### config.mk
export PLATFORM = sky130hd
export DESIGN_NAME = regfile_dump_reader
export DESIGN_NICKNAME = d
export VERILOG_FILES = /design/src/rtl/cpu_pkg.sv /design/src/rtl/dump_addr_ctr.sv /design/src/rtl/regfile_dump_reader.sv
export SDC_FILE = /design/constraint.sdc
export NUM_CORES = 1
export LEC_CHECK = 0
export ABC_AREA = 1
export CAP_MARGIN = 20
export CELL_PAD_IN_SITES_DETAIL_PLACEMENT = 2
export CELL_PAD_IN_SITES_GLOBAL_PLACEMENT = 2
export CORE_MARGIN = 5
export CORE_UTILIZATION = 22
export CTS_CLUSTER_SIZE = 24
export DETAILED_ROUTE_END_ITERATION = 16
export GPL_ROUTABILITY_DRIVEN = 0
export PLACE_DENSITY = 0.86
export SETUP_SLACK_MARGIN = 0.4
export SYNTH_ARGS = -nofsm -noshare
export SYNTH_HDL_FRONTEND = slang
export SYNTH_HIERARCHICAL = 1
export SYNTH_SLANG_ARGS = --single-unit
### constraint.sdc
create_clock -name CLK -period 1.4 [get_ports CLK]
set_input_delay 0.35 -clock CLK [delete_from_list [all_inputs] [get_ports CLK]]
set_output_delay 0.35 -clock CLK [all_outputs]
set_load 0.02 [all_outputs]
### src/rtl/cpu_pkg.sv
// Shared CPU definitions: register-file geometry and the dump FSM state
// encoding used by the register-file read-out engine.
package cpu_pkg;

    localparam int REG_ADDR_W = 5;
    localparam int REG_DATA_W = 32;
    localparam int NUM_REGS   = 32;

    // Dump engine state encoding (also visible on the debug state port).
    typedef enum logic [1:0] {
        DUMP_IDLE = 2'd0,
        DUMP_WAIT = 2'd1,
        DUMP_SEND = 2'd2
    } dump_state_e;

    // Width of a down-counter that must hold the value read_wait.
    function automatic int wait_ctr_width(input int read_wait);
        return (read_wait < 2) ? 1 : $clog2(read_wait + 1);
    endfunction

endpackage

### src/rtl/dump_addr_ctr.sv
// Loadable wrap-around register address counter. Latches the last address
// of the range on load and keeps a registered flag telling whether the
// current address is that last address, so the FSM never needs a wide
// compare on its own decision path.
module dump_addr_ctr
    import cpu_pkg::*;
#(
    parameter int ADDR_W = REG_ADDR_W
) (
    input  logic              clk_i,
    input  logic              rst_ni,
    input  logic              load_i,
    input  logic [ADDR_W-1:0] first_addr_i,
    input  logic [ADDR_W-1:0] last_addr_i,
    input  logic              inc_i,
    output logic [ADDR_W-1:0] addr_o,
    output logic              is_last_o
);

    logic [ADDR_W-1:0] addr_q, addr_d;
    logic [ADDR_W-1:0] last_q, last_d;
    logic              is_last_q, is_last_d;

    // Next address: load the range start, or step by one with natural wrap.
    always_comb begin
        addr_d    = addr_q;
        last_d    = last_q;
        is_last_d = is_last_q;
        if (load_i) begin
            addr_d    = first_addr_i;
            last_d    = last_addr_i;
            is_last_d = (first_addr_i == last_addr_i);
        end else if (inc_i) begin
            addr_d    = addr_q + ADDR_W'(1);
            is_last_d = (addr_d == last_q);
        end
    end

    // Address, latched range end and last-address flag registers.
    always_ff @(posedge clk_i or negedge rst_ni) begin
        if (!rst_ni) begin
            addr_q    <= '0;
            last_q    <= '0;
            is_last_q <= 1'b0;
        end else begin
            addr_q    <= addr_d;
            last_q    <= last_d;
            is_last_q <= is_last_d;
        end
    end

    assign addr_o    = addr_q;
    assign is_last_o = is_last_q;

endmodule

### src/rtl/regfile_dump_reader.sv
// Register-file dump engine. On START it walks FIRST_ADDR..LAST_ADDR
// (wrapping 31 -> 0) through one read port, waits READ_WAIT cycles for the
// asynchronous read path to settle, captures each word and presents it as
// an (address, data) pair. HOLD_WRITES stays high for the whole walk so the
// CPU cannot change the register file underneath the snapshot.
//
// Handshake: DUMP_ADDR/DUMP_DATA are valid while DUMP_VALID is high and hold
// stable until a rising edge sees DUMP_VALID && DUMP_READY; that edge is the
// transfer. DUMP_VALID never drops without a transfer except on reset, and
// DUMP_READY has no effect while DUMP_VALID is low.
module regfile_dump_reader
    import cpu_pkg::*;
#(
    parameter int ADDR_W    = REG_ADDR_W,
    parameter int DATA_W    = REG_DATA_W,
    parameter int READ_WAIT = 1
) (
    input  logic              CLK,
    input  logic              RESET,
    input  logic              START,
    input  logic [ADDR_W-1:0] FIRST_ADDR,
    input  logic [ADDR_W-1:0] LAST_ADDR,
    output logic [ADDR_W-1:0] RF_ADDR,
    input  logic [DATA_W-1:0] RF_DATA,
    output logic [ADDR_W-1:0] DUMP_ADDR,
    output logic [DATA_W-1:0] DUMP_DATA,
    output logic              DUMP_VALID,
    input  logic              DUMP_READY,
    output logic              BUSY,
    output logic              HOLD_WRITES,
    output logic              DONE,
    output logic [1:0]        DBG_STATE
);

    localparam int              CNT_W     = wait_ctr_width(READ_WAIT);
    localparam logic [CNT_W-1:0] WAIT_LOAD = CNT_W'(READ_WAIT);

    dump_state_e       state_q;
    logic [CNT_W-1:0]  cnt_q;
    logic [ADDR_W-1:0] dump_addr_q;
    logic [DATA_W-1:0] dump_data_q;
    logic              dump_valid_q;
    logic              busy_q;
    logic              done_q;

    logic              ctr_load;
    logic              ctr_inc;
    logic              is_last;
    logic [ADDR_W-1:0] rf_addr;

    // Range is loaded only when a START is accepted; the address steps only
    // on a transfer that is not the final word.
    assign ctr_load = (state_q == DUMP_IDLE) && START;
    assign ctr_inc  = (state_q == DUMP_SEND) && DUMP_READY && !is_last;

    dump_addr_ctr #(
        .ADDR_W(ADDR_W)
    ) u_addr_ctr (
        .clk_i        (CLK),
        .rst_ni       (RESET),
        .load_i       (ctr_load),
        .first_addr_i (FIRST_ADDR),
        .last_addr_i  (LAST_ADDR),
        .inc_i        (ctr_inc),
        .addr_o       (rf_addr),
        .is_last_o    (is_last)
    );

    // Dump FSM: IDLE -> WAIT (read settles) -> SEND (handshake) -> WAIT/IDLE.
    always_ff @(posedge CLK or negedge RESET) begin
        if (!RESET) begin
            state_q      <= DUMP_IDLE;
            cnt_q        <= '0;
            dump_addr_q  <= '0;
            dump_data_q  <= '0;
            dump_valid_q <= 1'b0;
            busy_q       <= 1'b0;
            done_q       <= 1'b0;
        end else begin
            done_q <= 1'b0;
            case (state_q)
                DUMP_IDLE: begin
                    if (START) begin
                        cnt_q   <= WAIT_LOAD;
                        busy_q  <= 1'b1;
                        state_q <= DUMP_WAIT;
                    end
                end
                DUMP_WAIT: begin
                    if (cnt_q != '0) begin
                        cnt_q <= cnt_q - CNT_W'(1);
                    end else begin
                        dump_data_q  <= RF_DATA;
                        dump_addr_q  <= rf_addr;
                        dump_valid_q <= 1'b1;
                        state_q      <= DUMP_SEND;
                    end
                end
                DUMP_SEND: begin
                    if (DUMP_READY) begin
                        dump_valid_q <= 1'b0;
                        if (is_last) begin
                            busy_q  <= 1'b0;
                            done_q  <= 1'b1;
                            state_q <= DUMP_IDLE;
                        end else begin
                            cnt_q   <= WAIT_LOAD;
                            state_q <= DUMP_WAIT;
                        end
                    end
                end
                default: begin
                    dump_valid_q <= 1'b0;
                    busy_q       <= 1'b0;
                    state_q      <= DUMP_IDLE;
                end
            endcase
        end
    end

    assign RF_ADDR     = rf_addr;
    assign DUMP_ADDR   = dump_addr_q;
    assign DUMP_DATA   = dump_data_q;
    assign DUMP_VALID  = dump_valid_q;
    assign BUSY        = busy_q;
    assign HOLD_WRITES = (state_q != DUMP_IDLE);
    assign DONE        = done_q;
    assign DBG_STATE   = state_q;

endmodule

==> flow_summary.ini <==
[worst_setup_path]
cp-start-kind = flip-flop
end_kind = flip-flop
critical_path_class = flip-flop to flip-flop
required_ps = 1580
crit_fanout = 5
cp_num_buf_inv = 4
crit_path_cell_trace = nor2_4, inv_2, nor2_2, buf_6, buf_12, buf_12, a21oi_2, o21ai_1, o21ai_1
slowest_stage = dfrtp_2
slowest_delay_ps = 430
cpLargestDelayFamily = buffers and inverters
cp.arrival_ps = 1630

[sta]
setup_tns_ps = -617
period_needed_ps = 1450
fin_crit_sh_pct = 103
slew_violations = 0
rsz0062_at_grt = yes
hold_viol_final = 0
timing_worst_slew_pin_value_ps = 330
clock_skew_ps = 10.9
setup_viol = 30
setup_slack_ps = -45.7
max_slew_margin_pct = 77.7
timing.fmax_mhz = 692

[synth]
netlist_area_sq_um = 2490
synth_compound_area_share_pct = 12.3
synth_top_family_by_area = simple AND/OR/NAND/NOR gates
synth_top_area_cell = dfrtp_1
synthMuxAreaShare_pct = 0
ys_types = 25
avgSynthCellArea_sq_um = 8.40
synth_simple_gate_area_share_pct = 19.1
synthAdderAreaFrac_pct = 0.503
synth_xor_area_share_pct = 1.06
synth_top_cell_area_share_pct = 54.4
synth_seq_cells = 54
synth_cells = 296
yosys_warnings = 6
synth_area_leaders = dfrtp_1 (54%), nand2_1 (11%), inv_1 (9.1%)
synth-seq-area-share_pct = 54.4
syn-num-nets = 343

[global_routing]
grt_pass1_vias = 2819
grt_pass1_wl_microns = 13800
grt_remaining_overflow = 0
grt_usage_pct = 12.8
grt_antenna_before_repair = 0
grt_max_degree = 55

[flow_run]
max-cap-violations = 0

[final_layout]
diodes = 0
layout.cell_area.non_filler_sq_um = 4710
drive_gt1_share_pct = 43.1
syn_to_final_growth_pct = 89.5
nNetsFinal = 517
finalNonFillerCells = 611

[floorplan]
ios = 94
die_h_microns = 116
placementRows = 38
coreArea_sq_um = 10900
start_util_pct = 22.7
die_w_microns = 116
die-area_sq_um = 13500

[clock_tree]
clk_pin_slew_ps = 80
clock_path_buffers = 2
cts_tree = built
clkLatencyLatePin_ps = 300
hold_buffers = 0
numCtsBuffers = 5
cts-htree-levels = 2
root_buffer = clkbuf_16
cts_sinks = 54

[drt]
drc = 0
dr.pass1.iters = 4
ant_nets = 0
wirelength_microns = 9690
drt_iter0_markers = 60
post_drt_wl_per_cell_microns = 15.9
num_vias = 2654
via_per_inst = 4.34

[place]
placed_cell_area_sq_um = 3810
port_buffers = 93
dp_hpwl_microns = 6160
dp.cells = 547

[outcome]
violations = negative setup slack
status = complete, but fails checks

[power_and_ir_drop]
power.density_nw_per_um2 = 2440
p_leak_nw = 2.40
ir_drop_uv = 931

[worst_hold_path]
min_path_type = primary input to async pin
per-stage QoR:
step	power (W)	hold slack, ps	utilization, %	setup slack (ps)
after floorplan	0.00567	54.4	-	-43.1
after CTS	0.0106	62.9	39.9	-34.8
after global placement	0.00785	375	34.9	-209
final	0.0115	28.0	43.1	-45.7
after detailed placement	0.00812	381	34.9	-328
after global routing	0.0123	79.9	43.1	-153
final cells by class:
| cell class | count | area, sq um |
|---|---|---|
| well taps | 140 | 175 |
| clock inverters | 1 | 5.00 |
| inverters | 63 | 246 |
| fillers | 1173 | 6220 |
| clock buffers | 7 | 143 |
| multi-input cells | 169 | 1030 |
| repair buffers | 177 | 1760 |
| flip-flops and latches | 54 | 1350 |
routing by layer:
metal / up-vias / track usage, % / wire (microns)
li1: 1258 / - / -
met3: 11 / 2.02 / 433
met1: 1318 / 14.7 / 3840
met5: - / 0 / 0
met4: 0 / 4.10 / 130
met2: 67 / 24.1 / 5290
flip-flops by register name (all words and copies together), names as in the netlist, 2 cells and up:
register	flops
DUMP_DATA	32
DUMP_ADDR	5
u_addr_ctr/last_q	5
DBG_STATE	2
u_addr_ctr/addr_o	5
power by group:
group / internal, W / total (W) / switching [W]
clock: 0.000713 / 0.00131 / 0.000592
sequential: 0.00233 / 0.00291 / 0.000580
combinational: 0.00373 / 0.00728 / 0.00355
total: 0.00677 / 0.0115 / 0.00472
worst paths after layout:
path	start	endpoint	slack [ps]	cells after the start
worst max register to register	DBG_STATE[1]	u_addr_ctr/addr_o[4]	-50	9
worst min register to register	DUMP_DATA[0]	DUMP_DATA[0]	530	2
worst max-delay path	DBG_STATE[1]	u_addr_ctr/addr_o[4]	-50	9
min in group CLK	DUMP_DATA[0]	DUMP_DATA[0]	530	2
worst min-delay path	RESET	DUMP_ADDR[2]	30	2
max in group asynchronous	RESET	DUMP_DATA[25]	1070	2
cells in the final DEF, fill, tap and decap left out, types with 2 or more instances in the layout:
cell type	n
buf_6	59
clkdlybuf4s50_1	44
nor2_1	9
nand2_4	11
nand2_1	50
xor2_1	2
nor2_2	2
dfrtp_2	2
nand3_1	12
buf_4	66
o21ai_2	15
clkbuf_16	7
nand4_1	4
nand3_2	2
inv_2	2
o211ai_1	2
nand2_2	17
dfrtp_1	52
inv_1	57
inv_4	4
o21ai_1	30
nor2_4	3
buf_12	4
worst register-to-register path, cell delays in order, from the launching register on:
cell and delay [ps]:
dfrtp_2 430, nor2_4 130, inv_2 60, nor2_2 120, buf_6 160, buf_12 120
buf_12 100, a21oi_2 50, o21ai_1 80, o21ai_1 80
synth_stat cells, drive strengths merged:
master and number:
clkbuf 4, nor4 1, o221ai 2, a21oi 1, ha 1, nor3 1
nand2 78, nand3 15, buf 6, inv 63, dfrtp 54, xor2 2
o211ai 2, nand4 4, or2 1, nor2 14, xnor2 1, o21ai 46
cell families (layout without fill, tap and decap cells):
family | count (synthesis) | count (layout)
simple gates | 114 | 114
buf+inv | 73 | 248
flops | 54 | 54
compound gates | 51 | 51
xor+xnor | 3 | 3
fa+ha+maj | 1 | 1
repair_timing:
| item | 4_1_cts | 5_1_grt |
|---|---|---|
| gates resized for setup | 326 | 27 |
| setup endpoints to repair | 101 | 102 |
| buffers inserted | 28 | 26 |
| pin swaps | 9 | 8 |
| cloned | 0 | 2 |
Note: power is estimated with default switching activity, not from simulation.
